[config.mk]
export PLATFORM = sky130hd
export DESIGN_NAME = reg_scoreboard_flat
export DESIGN_NICKNAME = d
export VERILOG_FILES = /design/src/rtl/reg_scoreboard_pkg.sv /design/src/rtl/reg_scoreboard_if.sv /design/src/rtl/reg_scoreboard_sb_cnt_slice.sv /design/src/rtl/reg_scoreboard.sv /design/src/flat_wrapper.sv
export SDC_FILE = /design/constraint.sdc
export NUM_CORES = 1
export LEC_CHECK = 0
export CAP_MARGIN = 20
export CORE_MARGIN = 5
export CORE_UTILIZATION = 30
export CTS_BUF_LIST = sky130_fd_sc_hd__clkbuf_16
export CTS_CLUSTER_DIAMETER = 50
export DETAILED_ROUTE_END_ITERATION = 7
export PLACE_DENSITY_LB_ADDON = 0.15
export SLEW_MARGIN = 20
export SYNTH_ARGS = -nofsm -noshare
export SYNTH_HDL_FRONTEND = slang
export SYNTH_HIERARCHICAL = 1
export SYNTH_SLANG_ARGS = --single-unit
[constraint.sdc]
create_clock -name clk -period 2.7 [get_ports clk]
set_input_delay 0.54 -clock clk [delete_from_list [all_inputs] [get_ports clk]]
set_output_delay 0.54 -clock clk [all_outputs]
set_load 0.005 [all_outputs]
[src/rtl/reg_scoreboard_pkg.sv]
// Shared sizing for the GPR write scoreboard and its one-hot helper.
package reg_scoreboard_pkg;

  localparam int REG_ID_W  = 3;
  localparam int NUM_REGS  = 1 << REG_ID_W;
  localparam int CNT_W     = 2;
  localparam int CNT_MAX_I = (1 << CNT_W) - 1;
  localparam logic [CNT_W-1:0] CNT_MAX = CNT_W'(CNT_MAX_I);

  typedef logic [REG_ID_W-1:0] reg_id_t;
  typedef logic [CNT_W-1:0]    cnt_t;
  typedef logic [NUM_REGS-1:0] reg_vec_t;

  function automatic reg_vec_t onehot(input reg_id_t id);
    reg_vec_t v;
    v     = '0;
    v[id] = 1'b1;
    return v;
  endfunction

endpackage

[src/rtl/reg_scoreboard_if.sv]
// Decode/writeback side of the scoreboard. The decode side (master) drives
// sources, issue, writeback and flush; the scoreboard (slave) answers with
// issue_ready / dep_stall, both combinational within the same cycle.
// Handshake: an issue with issue_we fires on an edge where issue_v & issue_ready.
interface reg_scoreboard_if;
  import reg_scoreboard_pkg::*;

  logic     flush;
  logic     src1_v;
  reg_id_t  src1_id;
  logic     src2_v;
  reg_id_t  src2_id;
  logic     issue_v;
  logic     issue_we;
  reg_id_t  issue_dst;
  logic     wb_v;
  reg_id_t  wb_dst;
  logic     issue_ready;
  logic     dep_stall;
  reg_vec_t busy;
  logic     underflow_err;

  modport master (
    output flush, src1_v, src1_id, src2_v, src2_id,
           issue_v, issue_we, issue_dst, wb_v, wb_dst,
    input  issue_ready, dep_stall, busy, underflow_err
  );

  modport slave (
    input  flush, src1_v, src1_id, src2_v, src2_id,
           issue_v, issue_we, issue_dst, wb_v, wb_dst,
    output issue_ready, dep_stall, busy, underflow_err
  );
endinterface

[src/rtl/reg_scoreboard_sb_cnt_slice.sv]
// One register's pending-write counter: saturating up/down, holds at zero.
// uflow flags a lone decrement at zero so the top can latch the error.
module sb_cnt_slice
  import reg_scoreboard_pkg::*;
(
  input  logic clk,
  input  logic reset,
  input  logic clr,
  input  logic inc,
  input  logic dec,
  output cnt_t cnt,
  output logic busy,
  output logic uflow
);

  always_ff @(posedge clk or posedge reset) begin
    if (reset) begin
      cnt <= '0;
    end else if (clr) begin
      cnt <= '0;
    end else if (inc && !dec && cnt != CNT_MAX) begin
      cnt <= cnt + 1'b1;
    end else if (dec && !inc && cnt != '0) begin
      cnt <= cnt - 1'b1;
    end
  end

  assign busy  = (cnt != '0);
  // A flush in the same cycle masks the error.
  assign uflow = dec & ~inc & ~clr & (cnt == '0);

endmodule

[src/rtl/reg_scoreboard.sv]
// Writer-side register scoreboard: counts in-flight GPR writes and stalls
// decode when a valid source has a pending write or the destination is full.
module reg_scoreboard
  import reg_scoreboard_pkg::*;
(
  input  logic             clk,
  input  logic             reset,
  reg_scoreboard_if.slave  sb
);

  cnt_t     cnt [NUM_REGS];
  reg_vec_t busy_vec;
  reg_vec_t uflow_vec;
  reg_vec_t inc_vec;
  reg_vec_t dec_vec;
  logic     dep_stall;
  logic     full_dst;
  logic     issue_ready;
  logic     issue_fire;
  logic     underflow_q;

  // No writeback bypass: stall comes straight from the registered counters.
  assign dep_stall   = (sb.src1_v & busy_vec[sb.src1_id]) |
                       (sb.src2_v & busy_vec[sb.src2_id]);
  assign full_dst    = sb.issue_we & (cnt[sb.issue_dst] == CNT_MAX);
  assign issue_ready = ~dep_stall & ~full_dst;
  assign issue_fire  = sb.issue_v & issue_ready & sb.issue_we;

  assign inc_vec = onehot(sb.issue_dst) & {NUM_REGS{issue_fire}};
  assign dec_vec = onehot(sb.wb_dst)    & {NUM_REGS{sb.wb_v}};

  for (genvar i = 0; i < NUM_REGS; i++) begin : g_slice
    sb_cnt_slice u_slice (
      .clk   (clk),
      .reset (reset),
      .clr   (sb.flush),
      .inc   (inc_vec[i]),
      .dec   (dec_vec[i]),
      .cnt   (cnt[i]),
      .busy  (busy_vec[i]),
      .uflow (uflow_vec[i])
    );
  end

  always_ff @(posedge clk or posedge reset) begin
    if (reset) begin
      underflow_q <= 1'b0;
    end else if (|uflow_vec) begin
      underflow_q <= 1'b1;
    end
  end

  assign sb.dep_stall     = dep_stall;
  assign sb.issue_ready   = issue_ready;
  assign sb.busy          = busy_vec;
  assign sb.underflow_err = underflow_q;

endmodule
[src/flat_wrapper.sv]
// flat-port wrapper written by rule: the top's interface ports become plain ports
module reg_scoreboard_flat import reg_scoreboard_pkg::*;
  (clk, reset, sb_flush, sb_src1_v, sb_src1_id, sb_src2_v, sb_src2_id, sb_issue_v, sb_issue_we, sb_issue_dst, sb_wb_v, sb_wb_dst, sb_issue_ready, sb_dep_stall, sb_busy, sb_underflow_err);
  reg_scoreboard_if sb_i ();
  input  logic clk;
  input  logic reset;
  input wire logic [$bits(sb_i.flush)-1:0] sb_flush;
  input wire logic [$bits(sb_i.src1_v)-1:0] sb_src1_v;
  input wire logic [$bits(sb_i.src1_id)-1:0] sb_src1_id;
  input wire logic [$bits(sb_i.src2_v)-1:0] sb_src2_v;
  input wire logic [$bits(sb_i.src2_id)-1:0] sb_src2_id;
  input wire logic [$bits(sb_i.issue_v)-1:0] sb_issue_v;
  input wire logic [$bits(sb_i.issue_we)-1:0] sb_issue_we;
  input wire logic [$bits(sb_i.issue_dst)-1:0] sb_issue_dst;
  input wire logic [$bits(sb_i.wb_v)-1:0] sb_wb_v;
  input wire logic [$bits(sb_i.wb_dst)-1:0] sb_wb_dst;
  output wire logic [$bits(sb_i.issue_ready)-1:0] sb_issue_ready;
  output wire logic [$bits(sb_i.dep_stall)-1:0] sb_dep_stall;
  output wire logic [$bits(sb_i.busy)-1:0] sb_busy;
  output wire logic [$bits(sb_i.underflow_err)-1:0] sb_underflow_err;
  assign sb_i.flush = sb_flush;
  assign sb_i.src1_v = sb_src1_v;
  assign sb_i.src1_id = sb_src1_id;
  assign sb_i.src2_v = sb_src2_v;
  assign sb_i.src2_id = sb_src2_id;
  assign sb_i.issue_v = sb_issue_v;
  assign sb_i.issue_we = sb_issue_we;
  assign sb_i.issue_dst = sb_issue_dst;
  assign sb_i.wb_v = sb_wb_v;
  assign sb_i.wb_dst = sb_wb_dst;
  assign sb_issue_ready = sb_i.issue_ready;
  assign sb_dep_stall = sb_i.dep_stall;
  assign sb_busy = sb_i.busy;
  assign sb_underflow_err = sb_i.underflow_err;
  reg_scoreboard u_core (.clk(clk), .reset(reset), .sb(sb_i));
endmodule
==> impl_metrics.csv <==
group,metric,value,unit
detailed_routing,drt-initial-drc-count,119,
power,p_leak,0.00106,µW
floorplanning,dieWidth,85.9,µm
yosys,yosys_warnings,6,
critical_path,crit_required,2830,ps
critical_path,cp_slowest_cell,"mux4_2",
detailed_routing,wire_per_inst,15.0,µm
sta,final_max_slew_viol_count,0,
yosys,yosysTopAreaCellShare,24.6,%
yosys,syn-instance-count,184,
cts,clock_latency,250,ps
placement,placed_cells,335,
cts,hold_buffers,0,
grt,antenna_found_initial,0,
yosys,synth_area,0.00173,mm²
grt,grt_first_pass_wirelength,8.20,mm
critical_path,cpMostUsedCell,"o22ai_4",
yosys,synth_edf_count,0,
sta,rsz0062_at_grt,"yes",
grt,grt_max_degree,18,
yosys,synth.most_common_cell,"inv_1",
critical_path,ff2ff_setup_slack,10,ps
yosys,synth_nets,204,
critical_path,cp-start-kind,"flop",
yosys,yosys-top-cells-area,"dfrtp_1, mux2_2, o311ai_2, nand2b_4, nand2b_1",
floorplanning,io_pins,31,
detailed_routing,routed_wl,5.17,mm
run,max_cap_viol_count,0,
critical_path,ff2ff_path_depth,11,
detailed_routing,antenna_left,0,
critical_path,path_max_fanout,8,
critical_path,max_stage_delay,490,ps
yosys,ys_dominant_reg_cell,"dfrtp_1",
finish,seq_area,425,µm²
critical_path,reg2reg_from,"u_core/g_slice[1].u_slice/cnt[0]",
power,pwr-share-seq,34.4,%
critical_path,reg2reg_to,"u_core/sb.underflow_err",
sta,hold_viol,0,
worst_hold_path,hold_start,"u_core/sb.underflow_err",
floorplanning,rows,27,
yosys,synth-seq-cells,17,
sta,worst_pin_slew,693,ps
cts,clkSinkCount,17,
critical_path,path_cells,"or2_4 > mux4_2 > o22ai_4 > o22ai_4 > buf_6 > nor4_4 > buf_4 > nand2b_4 > nor3_4 > nor4_2 > nand3_1",
floorplanning,core_area,0.00554,mm²
floorplanning,initial_utilization,31.2,%
finish,design_area,0.00274,mm²
sta,skew,2.55,ps
sta,fmax,372,MHz
yosys,synth_common_cells,"inv_1, dfrtp_1, mux2_2",
power,p_int,557,µW
critical_path,setup.worst_path.start,"u_core/g_slice[1].u_slice/cnt[0]",
cts,path_clk_slew,50,ps
power,p_switching,196,µW
placement,dpl.hpwl,4.09,mm
critical_path,worstPathArrival,2810,ps
cts,cts_inserted_buffers,3,
sta,period_share,99.5,%
detailed_routing,vias_per_cell,5.14,
yosys,yosysSeqAreaShare,24.6,%
sta,tns,0,ps
outcome,run_status,"complete, no violations",
critical_path,crit_family,"simple AND/OR/NAND/NOR gates",
sta,period_needed,2690,ps
finish,num-nets-final,294,
worst_hold_path,hold_class,"reg2reg",
floorplanning,die_y,85.9,µm
placement,placed_area,0.00250,mm²
power,vdd_ir_drop_max,0.206,mV
placement,gp_congestion,0.831,
detailed_routing,num_vias,1774,
sta,setup_viol,0,
grt,grt.overflow.total,0,
grt,grt_pass1_vias,1679,
finish,nFillCells,546,
yosys,syn_area_per_cell,9.40,µm²
finish,multi_input_area,0.00134,mm²
sta,relSlewSlack,53.7,%
worst_hold_path,min_to,"u_core/sb.underflow_err",
power,totalPowerFinal,753,µW
cts,clockRootBuffer,"clkbuf_16",
yosys,yosysTopAreaCell,"dfrtp_1",
cts,htreeDepth,1,
yosys,synthArstFlopShare,100,%
power,p_per_area,275,mW/mm²
finish,drive_gt1_share,44.3,%
worst_hold_path,hold_depth,2,
cts,clockBufferDepth,2,
finish,area_growth,58.5,%
critical_path,critPathBufInv,2,
critical_path,endpoint_kind,"flop",
placement,portBuffers,30,
power,p_comb_share,25.7,%
detailed_routing,drc_errors,0,
critical_path,cp_num_cells,11,
finish,num_antenna_cells,0,
cts,cts_tree,"built",
power,switching_share,26.0,%
floorplanning,die_area,0.00738,mm²
detailed_routing,first_pass_iters,4,
finish,layout.cells.non_filler,345,
critical_path,path_class,"reg2reg",
yosys,ys_types,31,
power,power.share.clock,39.9,%
grt,globalRouteTotalUtil,14.0,%
per-stage QoR:
stage / hold WS, ps / utilization (%) / setup slack [ps]
floorplan: 269 / - / 138
global placement: 482 / 45.1 / -553
detailed placement: 502 / 45.1 / -531
CTS: 514 / 48.1 / -56.6
global route: 562 / 49.5 / -120
finish: 505 / 49.5 / 12.9
cells in the final DEF, fill, tap and decap left out, types with 3 or more instances in the layout:
cell | netlist | final
buf_4 | 0 | 54
clkdlybuf4s50_1 | 0 | 23
inv_1 | 20 | 21
dfrtp_1 | 17 | 17
mux2_2 | 15 | 15
nand2b_1 | 13 | 13
nor3_1 | 11 | 10
nand2_1 | 10 | 10
nand4b_1 | 9 | 9
nor2_1 | 8 | 8
a21bo_1 | 8 | 8
nand2b_4 | 8 | 8
a21oi_1 | 9 | 8
or3_1 | 8 | 8
o311ai_2 | 8 | 8
nor4_2 | 0 | 5
buf_6 | 0 | 4
nand3_1 | 4 | 4
mux4_2 | 2 | 4
or2_1 | 8 | 4
or2_4 | 0 | 4
clkbuf_16 | 0 | 3
dlygate4sd2_1 | 0 | 3
clkbuf_2 | 0 | 3
state kept, by name, summed over array words and instances, names as in the netlist:
register                    count
u_core/g_slice.u_slice/cnt     16
u_core/sb.underflow_err         1
routing by layer:
layer | up-vias | track usage [%] | routed length, µm
li1 | 867 | - | -
met1 | 857 | 20.2 | 2600
met2 | 44 | 21.0 | 2260
met3 | 6 | 2.40 | 231
met4 | 0 | 4.89 | 81
met5 | - | 0 | 0
worst reg2reg max path, cell delays in order, from the launching register on:
cell	delay, ps
dfrtp_1	380
or2_4	280
mux4_2	500
o22ai_4	190
o22ai_4	110
buf_6	170
nor4_4	220
buf_4	150
nand2b_4	140
nor3_4	50
nor4_2	290
nand3_1	100
cell type report:
class | count | share of cell area (%)
sequential | 17 | 15.5
clock inverter | 1 | 0.137
clock buffer | 3 | 2.74
tap | 72 | 3.29
timing repair buffer | 88 | 26.5
inverter | 20 | 2.74
multi-input combinational | 144 | 49.0
cells by family after synthesis:
| group | Yosys count | synth area share [%] |
|---|---|---|
| flip-flops | 17 | 24.6 |
| AND/OR/NAND/NOR | 91 | 34.2 |
| buffers and inverters | 23 | 5.06 |
| AO/OA/AOI/OAI | 33 | 20.1 |
| multiplexers | 20 | 16.0 |
power by group through the flow:
stage          sequential (µW)  clock, µW  combinational [µW]
3_3_place_gp               263          0                 172
2_1_floorplan              264          0                71.2
5_1_grt                    259        320                 207
6_report                   259        300                 194
3_5_place_dp               263          0                 172
4_1_cts                    259        308                 184
what timing repair did:
action,in CTS,in global routing
setup buffers,3,3
pin swaps,9,9
gates resized for setup,29,16
setup endpoints to repair,18,17
endpoints found under the hold margin,0,0
how the worst max path moves through the flow:
stage               slack, ps                               end
floorplan                 140           u_core/sb.underflow_err
global placement         -550  u_core/g_slice[0].u_slice/cnt[0]
detailed placement       -530  u_core/g_slice[0].u_slice/cnt[0]
CTS                       -60           u_core/sb.underflow_err
global route             -120           u_core/sb.underflow_err
finish                     10           u_core/sb.underflow_err
Note: power is estimated with default switching activity, not from simulation.
